$ cat src/rtl/amp_mod_pkg.sv
`default_nettype none
// ============================================================================
// Module   : amp_mod_pkg
// Purpose  : Shared state encoding and counter-width helper for the
//            multi-channel amplitude modulator.
// Revision : 1.0  initial release
// ============================================================================
package amp_mod_pkg;

  // State encoding, shared with anything that decodes the modulator state.
  localparam logic [1:0] ST_IDLE    = 2'd0;
  localparam logic [1:0] ST_MUL_ENV = 2'd1;
  localparam logic [1:0] ST_MUL_AMP = 2'd2;
  localparam logic [1:0] ST_DONE    = 2'd3;

  typedef enum logic [1:0] {
    S_IDLE    = ST_IDLE,
    S_MUL_ENV = ST_MUL_ENV,
    S_MUL_AMP = ST_MUL_AMP,
    S_DONE    = ST_DONE
  } amp_state_t;

  // Width of a counter able to index n channels. Never returns less than 1 so
  // a single-channel build still has a legal (constant-zero) counter.
  function automatic int clog2(input int n);
    int r;
    r = 0;
    for (int i = 0; i < 31; i++) begin
      if ((1 << i) < n) r = i + 1;
    end
    return (r < 1) ? 1 : r;
  endfunction

endpackage
`default_nettype wire

$ cat src/rtl/amp_mul_trunc.sv
`default_nettype none
// ============================================================================
// Module   : amp_mul_trunc
// Purpose  : WIDTH x WIDTH unsigned multiplier returning only the upper half
//            of the product (truncating fixed-point scale by x/2^WIDTH).
// Revision : 1.0  initial release
// ============================================================================
module amp_mul_trunc #(
  parameter int WIDTH = 8
) (
  input  logic [WIDTH-1:0] i_a,
  input  logic [WIDTH-1:0] i_b,
  output logic [WIDTH-1:0] o_hi
);

  logic [2*WIDTH-1:0] w_prod;

  assign w_prod = i_a * i_b;
  assign o_hi   = w_prod[2*WIDTH-1:WIDTH];

endmodule
`default_nettype wire

$ cat src/rtl/amplitude_modulator_mc.sv
`default_nettype none
// ============================================================================
// Module   : amplitude_modulator_mc
// Purpose  : Scales NUM_CH voice samples by their envelope and then by a
//            shared master gain using one time-multiplexed multiplier.
//            Results are double-buffered and published once per frame.
// Options  : AMP_MOD_RAMP_EN - when defined, master gain slews toward
//            master_amplitude by at most RAMP_STEP per frame; otherwise the
//            gain is loaded from master_amplitude when a frame is accepted.
// Revision : 1.0  initial release
// ============================================================================
module amplitude_modulator_mc
  import amp_mod_pkg::*;
#(
  parameter int WIDTH     = 8,
  parameter int NUM_CH    = 4,
  parameter int RAMP_STEP = 1
) (
  input  logic                    clk,
  input  logic                    rst,
  input  logic                    in_valid,
  output logic                    in_ready,
  input  logic [NUM_CH*WIDTH-1:0] waveform_in,
  input  logic [NUM_CH*WIDTH-1:0] envelope_value,
  input  logic [WIDTH-1:0]        master_amplitude,
  output logic [NUM_CH*WIDTH-1:0] amplitude_out,
  output logic                    out_valid,
  output logic                    overrun,
  output logic [WIDTH-1:0]        gain_now
);

  localparam int          CW      = clog2(NUM_CH);
  localparam logic [CW-1:0] LAST_CH = CW'(NUM_CH - 1);

  amp_state_t              r_state;
  amp_state_t              w_state_next;
  logic                    w_accept;
  logic                    w_last_ch;

  logic [CW-1:0]           r_ch;
  logic [NUM_CH*WIDTH-1:0] r_wave;
  logic [NUM_CH*WIDTH-1:0] r_env;
  logic [WIDTH-1:0]        r_tmp;
  logic [NUM_CH*WIDTH-1:0] r_work;
  logic [NUM_CH*WIDTH-1:0] w_work_next;
  logic [NUM_CH*WIDTH-1:0] r_amp;
  logic [WIDTH-1:0]        r_gain;
  logic                    r_out_valid;

  logic [WIDTH-1:0]        w_wave_c;
  logic [WIDTH-1:0]        w_env_c;
  logic [WIDTH-1:0]        w_mul_a;
  logic [WIDTH-1:0]        w_mul_b;
  logic [WIDTH-1:0]        w_mul_p;

  assign in_ready      = (r_state == S_IDLE);
  assign overrun       = in_valid & ~in_ready;
  assign amplitude_out = r_amp;
  assign out_valid     = r_out_valid;
  assign gain_now      = r_gain;

  assign w_last_ch = (r_ch == LAST_CH);
  assign w_wave_c  = r_wave[r_ch*WIDTH +: WIDTH];
  assign w_env_c   = r_env[r_ch*WIDTH +: WIDTH];

  // Envelope stage multiplies sample by envelope; gain stage multiplies the
  // held intermediate by the frame gain.
  assign w_mul_a = (r_state == S_MUL_AMP) ? r_tmp  : w_wave_c;
  assign w_mul_b = (r_state == S_MUL_AMP) ? r_gain : w_env_c;

  amp_mul_trunc #(
    .WIDTH (WIDTH)
  ) u_mul (
    .i_a  (w_mul_a),
    .i_b  (w_mul_b),
    .o_hi (w_mul_p)
  );

  // State register.
  always_ff @(posedge clk) begin
    if (rst) r_state <= S_IDLE;
    else     r_state <= w_state_next;
  end

  // Next-state decode: one envelope and one gain cycle per channel.
  always_comb begin
    w_state_next = r_state;
    w_accept     = 1'b0;
    case (r_state)
      S_IDLE: begin
        if (in_valid) begin
          w_state_next = S_MUL_ENV;
          w_accept     = 1'b1;
        end
      end
      S_MUL_ENV: w_state_next = S_MUL_AMP;
      S_MUL_AMP: w_state_next = w_last_ch ? S_DONE : S_MUL_ENV;
      S_DONE:    w_state_next = S_IDLE;
      default:   w_state_next = S_IDLE;
    endcase
  end

  // Work buffer with the current channel's gain-stage result merged in, so the
  // final channel lands in the published buffer on the same edge.
  always_comb begin
    w_work_next = r_work;
    w_work_next[r_ch*WIDTH +: WIDTH] = w_mul_p;
  end

`ifdef AMP_MOD_RAMP_EN
  localparam logic [WIDTH:0] STEP = (WIDTH+1)'(RAMP_STEP);
  logic [WIDTH:0]   w_diff;
  logic [WIDTH-1:0] w_gain_ramp;

  // Slew gain toward the target; the step is clipped to the target so it can
  // neither overshoot nor wrap.
  always_comb begin
    w_diff      = '0;
    w_gain_ramp = r_gain;
    if (master_amplitude > r_gain) begin
      w_diff = {1'b0, master_amplitude} - {1'b0, r_gain};
      w_gain_ramp = (w_diff <= STEP) ? master_amplitude
                                     : r_gain + STEP[WIDTH-1:0];
    end else if (master_amplitude < r_gain) begin
      w_diff = {1'b0, r_gain} - {1'b0, master_amplitude};
      w_gain_ramp = (w_diff <= STEP) ? master_amplitude
                                     : r_gain - STEP[WIDTH-1:0];
    end
  end
`endif

  // Datapath: operand capture, per-channel arithmetic, publish and gain update.
  always_ff @(posedge clk) begin
    if (rst) begin
      r_ch        <= '0;
      r_wave      <= '0;
      r_env       <= '0;
      r_tmp       <= '0;
      r_work      <= '0;
      r_amp       <= '0;
      r_gain      <= '0;
      r_out_valid <= 1'b0;
    end else begin
      r_out_valid <= 1'b0;
      if (w_accept) begin
        r_wave <= waveform_in;
        r_env  <= envelope_value;
        r_ch   <= '0;
`ifndef AMP_MOD_RAMP_EN
        r_gain <= master_amplitude;
`endif
      end
      case (r_state)
        S_MUL_ENV: r_tmp <= w_mul_p;
        S_MUL_AMP: begin
          r_work <= w_work_next;
          if (w_last_ch) begin
            r_ch        <= '0;
            r_amp       <= w_work_next;
            r_out_valid <= 1'b1;
          end else begin
            r_ch <= r_ch + 1'b1;
          end
        end
        S_DONE: begin
`ifdef AMP_MOD_RAMP_EN
          r_gain <= w_gain_ramp;
`endif
        end
        default: ;
      endcase
    end
  end

endmodule
`default_nettype wire

$ cat config.mk
export PLATFORM = sky130hd
export DESIGN_NAME = amplitude_modulator_mc
export DESIGN_NICKNAME = d
export VERILOG_FILES = /design/src/rtl/amp_mod_pkg.sv /design/src/rtl/amp_mul_trunc.sv /design/src/rtl/amplitude_modulator_mc.sv
export SDC_FILE = /design/constraint.sdc
export NUM_CORES = 1
export LEC_CHECK = 0
export ABC_AREA = 1
export BUFFER_PORTS_ARGS = -buffer_cell sky130_fd_sc_hd__buf_4
export CAP_MARGIN = 0
export CORE_MARGIN = 4
export CORE_UTILIZATION = 58
export CTS_CLUSTER_SIZE = 14
export DETAILED_ROUTE_END_ITERATION = 10
export HOLD_SLACK_MARGIN = 0.1
export PLACE_DENSITY_LB_ADDON = 0.25
export RECOVER_POWER = 25
export SYNTH_ARGS = -nofsm -noshare
export SYNTH_HDL_FRONTEND = slang
export SYNTH_SLANG_ARGS = --single-unit
$ cat constraint.sdc
create_clock -name clk -period 7.9 [get_ports clk]
set_input_delay 0.79 -clock clk [delete_from_list [all_inputs] [get_ports clk]]
set_output_delay 0.79 -clock clk [all_outputs]
set_load 0.01 [all_outputs]
### After elaboration in Yosys (flattened, before gate mapping)

Cells that the tools add are included.

* bits in latches: 0
* memory bits (read-only): 0
* memories kept: 0
* output and inout port bits: 43
* logic and storage cells: 40
* register bits after elaboration: 149
* bits in writable memories: 0

* divide/modulo/power cells: 0
* bitwise logic cells: 3
* magnitude comparators: 0
* multiply operators: 1
* reduce and logical (&&, ||, !) cells: 4
* shift-type cells: 4
* equal/unequal tests: 5
* $add $sub $neg: 2
* mux-type cells: 12

Operators with widths (number)
* $shiftx A32 B6 Y8: 2
* $neg A5 Y34: 1
* $shift A8 B34 Y32 const A: 1
* $shiftx A8 B34 Y32: 1
* $bwmux W32: 1
* $mul A8 B8 Y16: 1
* $mux W8: 2
* $mux W2: 5
* $pmux W2 S4: 1
* $eq A2 B2 Y1 const B: 3
* $mux W1: 3
* $add A2 B1 Y2 const B: 1
* $eq A2 B1 Y1 const B: 1
* $logic_not A2 Y1: 1
* $ne A2 B2 Y1 const B: 1
* $not A1 Y1: 2
* $reduce_and A2 Y1: 1
* $reduce_bool A2 Y1: 1
* $reduce_or A2 Y1: 1
* $and A1 B1 Y1: 1

### Depth between registers and ports, before layout

* word-level depth: 5
* gate-level depth with buffers: 30

### Cells and area by module

From an unflattened synthesis, not the netlist that was laid out.

* cells, all modules: 1394
* area total of the unflattened synthesis: 9078.7 µm²

By module, submodules not included
* amplitude_modulator_mc: area each 6871.6 µm², instances 1, seq. area each 2982.9 µm², cells each 1061
* amp_mul_trunc: area each 2207.1 µm², instances 1, seq. area each 0.0 µm², cells each 333

### Worst setup path after synthesis

OpenSTA, ideal clock, no wires.

* path type: register to register
* from: register r_ch[0]
* to: register r_amp[6], in the netlist amplitude_out[6]
* stages on the path, launching flop included: 25
* library setup time: 0.114 ns
* required time: 7.786 ns
* arrival time: 5.322 ns
* slack: 2.464 ns
* clock period less this slack: 5.436 ns
* cell sequence: dfxtp_1 > inv_2 > clkbuf_1 > clkbuf_1 > o21ai_0 > o221ai_1 > o21ai_1 > nor2_1 > fa_1 > fa_1 > fa_1 > inv_1 > fa_1 > inv_1 > ha_1 > a21oi_1 > o21ai_0 > a221oi_1 > nand2_1 > nand2_1 > nand2_2 > nand2_1 > o21ai_0 > o21bai_1 > inv_1

* cells in the longest elaborated chain, start to end: 5
* elaborated cells on any way between the ends: 11
* classes of those cells: add/sub: 1; mul: 1; eq/ne: 1; shift: 4; mux: 3; reduce/logical: 1

RTL lines
* start, declared: line amplitude_modulator_mc.sv:40 `logic [CW-1:0] r_ch;`
* start signal, assigned: line amplitude_modulator_mc.sv:162 `r_ch <= r_ch + 1'b1;`
* $shiftx A32 B6 Y8 (on tied branches): line amplitude_modulator_mc.sv:63, amplitude_modulator_mc.sv:64
* $mux W8 (on tied branches): line amplitude_modulator_mc.sv:68, amplitude_modulator_mc.sv:69
* $mul A8 B8 Y16: line amp_mul_trunc.sv:18 `assign w_prod = i_a * i_b;`
* $shiftx A8 B34 Y32: line amplitude_modulator_mc.sv:107 `w_work_next[r_ch*WIDTH +: WIDTH] = w_mul_p;`
* $bwmux W32: line amplitude_modulator_mc.sv:107
* end signal, assigned: line amplitude_modulator_mc.sv:159 `r_amp <= w_work_next;`
* end, declared: line amplitude_modulator_mc.sv:46 `logic [NUM_CH*WIDTH-1:0] r_amp;`

Parallel ways exist; a longest one is shown, timed or not.
A chain may end at the register's enable or synchronous reset.

### Worst setup path in the final report

* from: register r_ch[1]
* to: register r_amp[6], in the netlist amplitude_out[6]

The elaborated chain is that of the path after synthesis.

==> impl_metrics.toml <==
[status]
result_of_the_run = "complete, but fails checks"
violations = "capacitance limit, slew limit"

[final_layout]
fraction_of_final_layout_cells_with_drive_strength_greater_than_1 = 0.104
antenna-diode-count = 0
number_of_nets_in_the_layout = 1437
layout-area-overhead-vs-synth_pct = 15.0
fillerInstances = 1300
layout.cell_area.non_filler_um2 = 9910

[sta]
final_period_minus_worst_setup_slack_ns = 6.35
max_slew_margin = -1.10
max_freq_ghz = 0.158
setup_slack_ns = 1.55
timing.final.setup_violations = 0
tightest_slew_ns = 3.16
final.period_utilization = 0.804
slew_viol_final = 139
fin_worst_skew_ns = 0.00908
unrepaired_setup_endpoints_after_global_routing = "false"
finalHoldViolCount = 0
tns_ns = 0

[synth]
synthTopCellsByArea = "dfxtp_1, nor2_1, fa_1"
synth.net_count = 1356
synthCells = 1207
ys_types = 39
synth_seq_area_share = 0.346
synthXorXnorAreaFrac = 0.00798
compound_gate_fraction_of_synth_area = 0.171
synth-main-ff-cell = "dfxtp_1"
yosys.area_share.adder = 0.138
synth_largest_area_cell = "dfxtp_1"
fraction_of_registers_with_async_set_or_reset_after_synthesis = 0
netlist.area_leader.share = 0.346
mappedNetlistArea_um2 = 8620
syn_avg_cell_area_um2 = 7.14
netlist_top_cells_count = "nor2_1, inv_1, dfxtp_1"
ys_seq_elements = 149
yosys_warnings = 0
post_synth_mux_area_share = 0
synth-simple-area-share = 0.227
synth_top_family_by_area = "simple AND/OR/NAND/NOR gates"
synthMostInstantiatedCell = "nor2_1"
synth-edff-count = 0

[routing]
dr_total_vias = 8012
route.detailed.wl_per_inst_um = 14.5
drt-vias-per-instance = 5.40
first_drt_iteration_drcs = 736
post_route_ant_nets = 0
finalWirelength_mm = 21.6
drt_pre_antenna_iters = 5
detail_route.drc_violations = 0

[power]
cellInternalPower_mw = 1.42
power.ir.vdd_worst_uv = 274
p_seq_frac = 0.390
static_leakage_nw = 4.84
power_density_nw_per_um2 = 213
pwr-share-comb = 0.252
switchingPower_mw = 0.685
pwr-share-clk = 0.358
power.share.switching = 0.325

[clock_network]
cts_sinks = 149
clk_path_buf_depth = 2
cts.clk_slew.worst_paths_ns = 0.06
numCtsBuffers = 17
insertion_delay_ns = 0.43
cts_root_buf = "clkbuf_16"
cts.repair_timing.setup_buffer_count = 0
clock_tree.htree_level_count = 4
clock_tree_from_tritoncts = "built"
cts_resized = 0
ctsHoldBuffers = 0

[place]
dpl_worst_slack_ns = 1.67
dp.final_hpwl_mm = 15.4
placed_cell_area_um2 = 9540
portBuffers = 117
weighted_congestion_reported_at_the_end_of_routability_driven_placement = 0.893

[job]
maxCapViolations = 2

[setup_path]
timing.critical_path.slowest_cell_delay_ns = 0.80
critPathArrivalTime_ns = 6.67
crit_path_top_delay_cell = "dfxtp_1"
critical-path-top-cell-by-count = "inv_1"
worst_setup_path_start_kind = "register"
path_cells = "inv_1 > o21ai_0 > o22ai_1 > nand2_1 > o21ai_1 > inv_1 > nor2_1 > fa_1 > fa_1 > fa_1 > inv_1 > fa_1 > inv_1 > ha_1 > a21oi_1 > o21ai_0 > a221oi_1 > nand2_1 > nand2_1 > nand2_2 > nand2_1 > o21ai_0 > o21bai_1 > inv_1"
timing.critical_path.to_type = "register"
critical_path_required_ns = 8.22
cp_max_fo = 22
critical_path_class = "register to register"

[global_route]
grt_usage = 0.265
antenna_violations_before_repair = 0
grt_max_degree = 96
number_of_global_route_vias_before_repair = 7319
gr-total-overflow = 0
grt_first_pass_wirelength_mm = 35.9

[floorplan]
fp.coreArea_um2 = 14500
effective_utilization_at_floorplan = 0.593
die_boundary_width_um = 130
num_io_pins = 118
core.rowCount = 44
design.die.area_um2 = 16900
die-height_um = 130

[min_path]
hold_path_class = "register to register"
[critical path, delay by kind of cell (launching register included)]
kind	cells	cell delay, ns
fa+ha+maj	5	2.51
buf+inv	5	0.88
compound gates	8	1.53
flops	1	0.80
simple gates	6	0.49
[worst paths after layout]
| path | startpoint | endpoint | slack, ns | cells after the start |
|---|---|---|---|---|
| worst max-delay path | r_ch[1] | amplitude_out[6] | 1.55 | 24 |
| worst min-delay path | r_wave[17] | r_wave[17] | 0.46 | 2 |
| worst max register to register | r_ch[1] | amplitude_out[6] | 1.55 | 24 |
| worst min register to register | r_wave[17] | r_wave[17] | 0.46 | 2 |
[placed cells by master, fill, tap and decap left out, types with 15 or more instances in the layout]
master / netlist / final
nand3_1: 62 / 62
a21oi_1: 51 / 51
buf_4: 1 / 78
clkbuf_1: 52 / 48
nand2_1: 131 / 129
nand4_1: 16 / 16
clkbuf_16: 0 / 17
o21ai_0: 136 / 136
dfxtp_1: 149 / 149
o21a_1: 15 / 15
o21ai_1: 23 / 23
nor2_1: 231 / 230
inv_1: 183 / 184
fa_1: 35 / 35
ha_1: 39 / 39
o21bai_1: 15 / 15
[registers in the layout (all words and copies together) (netlist names)]
register,count
r_ch,2
r_wave,32
gain_now,8
r_work,32
r_state,2
r_env,32
amplitude_out,32
out_valid,1
r_tmp,8
[power groups by stage]
| stage | clock network, mW | logic [mW] | registers [mW] |
|---|---|---|---|
| 2_1_floorplan | 0 | 0.374 | 0.834 |
| 3_3_place_gp | 0 | 0.519 | 0.836 |
| 3_5_place_dp | 0 | 0.527 | 0.837 |
| 4_1_cts | 0.762 | 0.531 | 0.821 |
| 5_1_grt | 0.800 | 0.604 | 0.826 |
| 6_report | 0.756 | 0.532 | 0.822 |
[logic make-up (layout without fill, tap and decap cells)]
kind of cell	after synthesis	count (layout)
flops	149	149
buf+inv	249	341
fa+ha+maj	74	74
xor+xnor	4	4
simple gates	464	464
compound gates	267	267
[stage by stage]
step                cells  total power, mW  hold WS [ns]   util
floorplan            1207             1.21         0.429      -
global placement     1453             1.35         0.442  0.657
detailed placement   1453             1.36         0.448  0.657
CTS                  1483             2.11         0.456  0.694
global route         1483             2.23         0.480  0.682
finish               1483             2.11         0.456  0.682
[cell type report]
| class | instances | area [um^2] | share of cell area |
|---|---|---|---|
| clock buffer | 22 | 464 | 0.0468 |
| clock inverter | 8 | 75.1 | 0.00757 |
| inverter | 188 | 706 | 0.0712 |
| multi-input combinational | 809 | 4700 | 0.474 |
| sequential | 149 | 2980 | 0.301 |
| tap | 184 | 230 | 0.0232 |
| timing repair buffer | 123 | 754 | 0.0761 |
[per-layer routing]
layer	share of wire	global-route usage
met4	0.018	0.0752
met1	0.45	0.373
met5	0	0
met3	0.063	0.0495
met2	0.46	0.421
No activity file was read; power rests on OpenSTA's default activity.
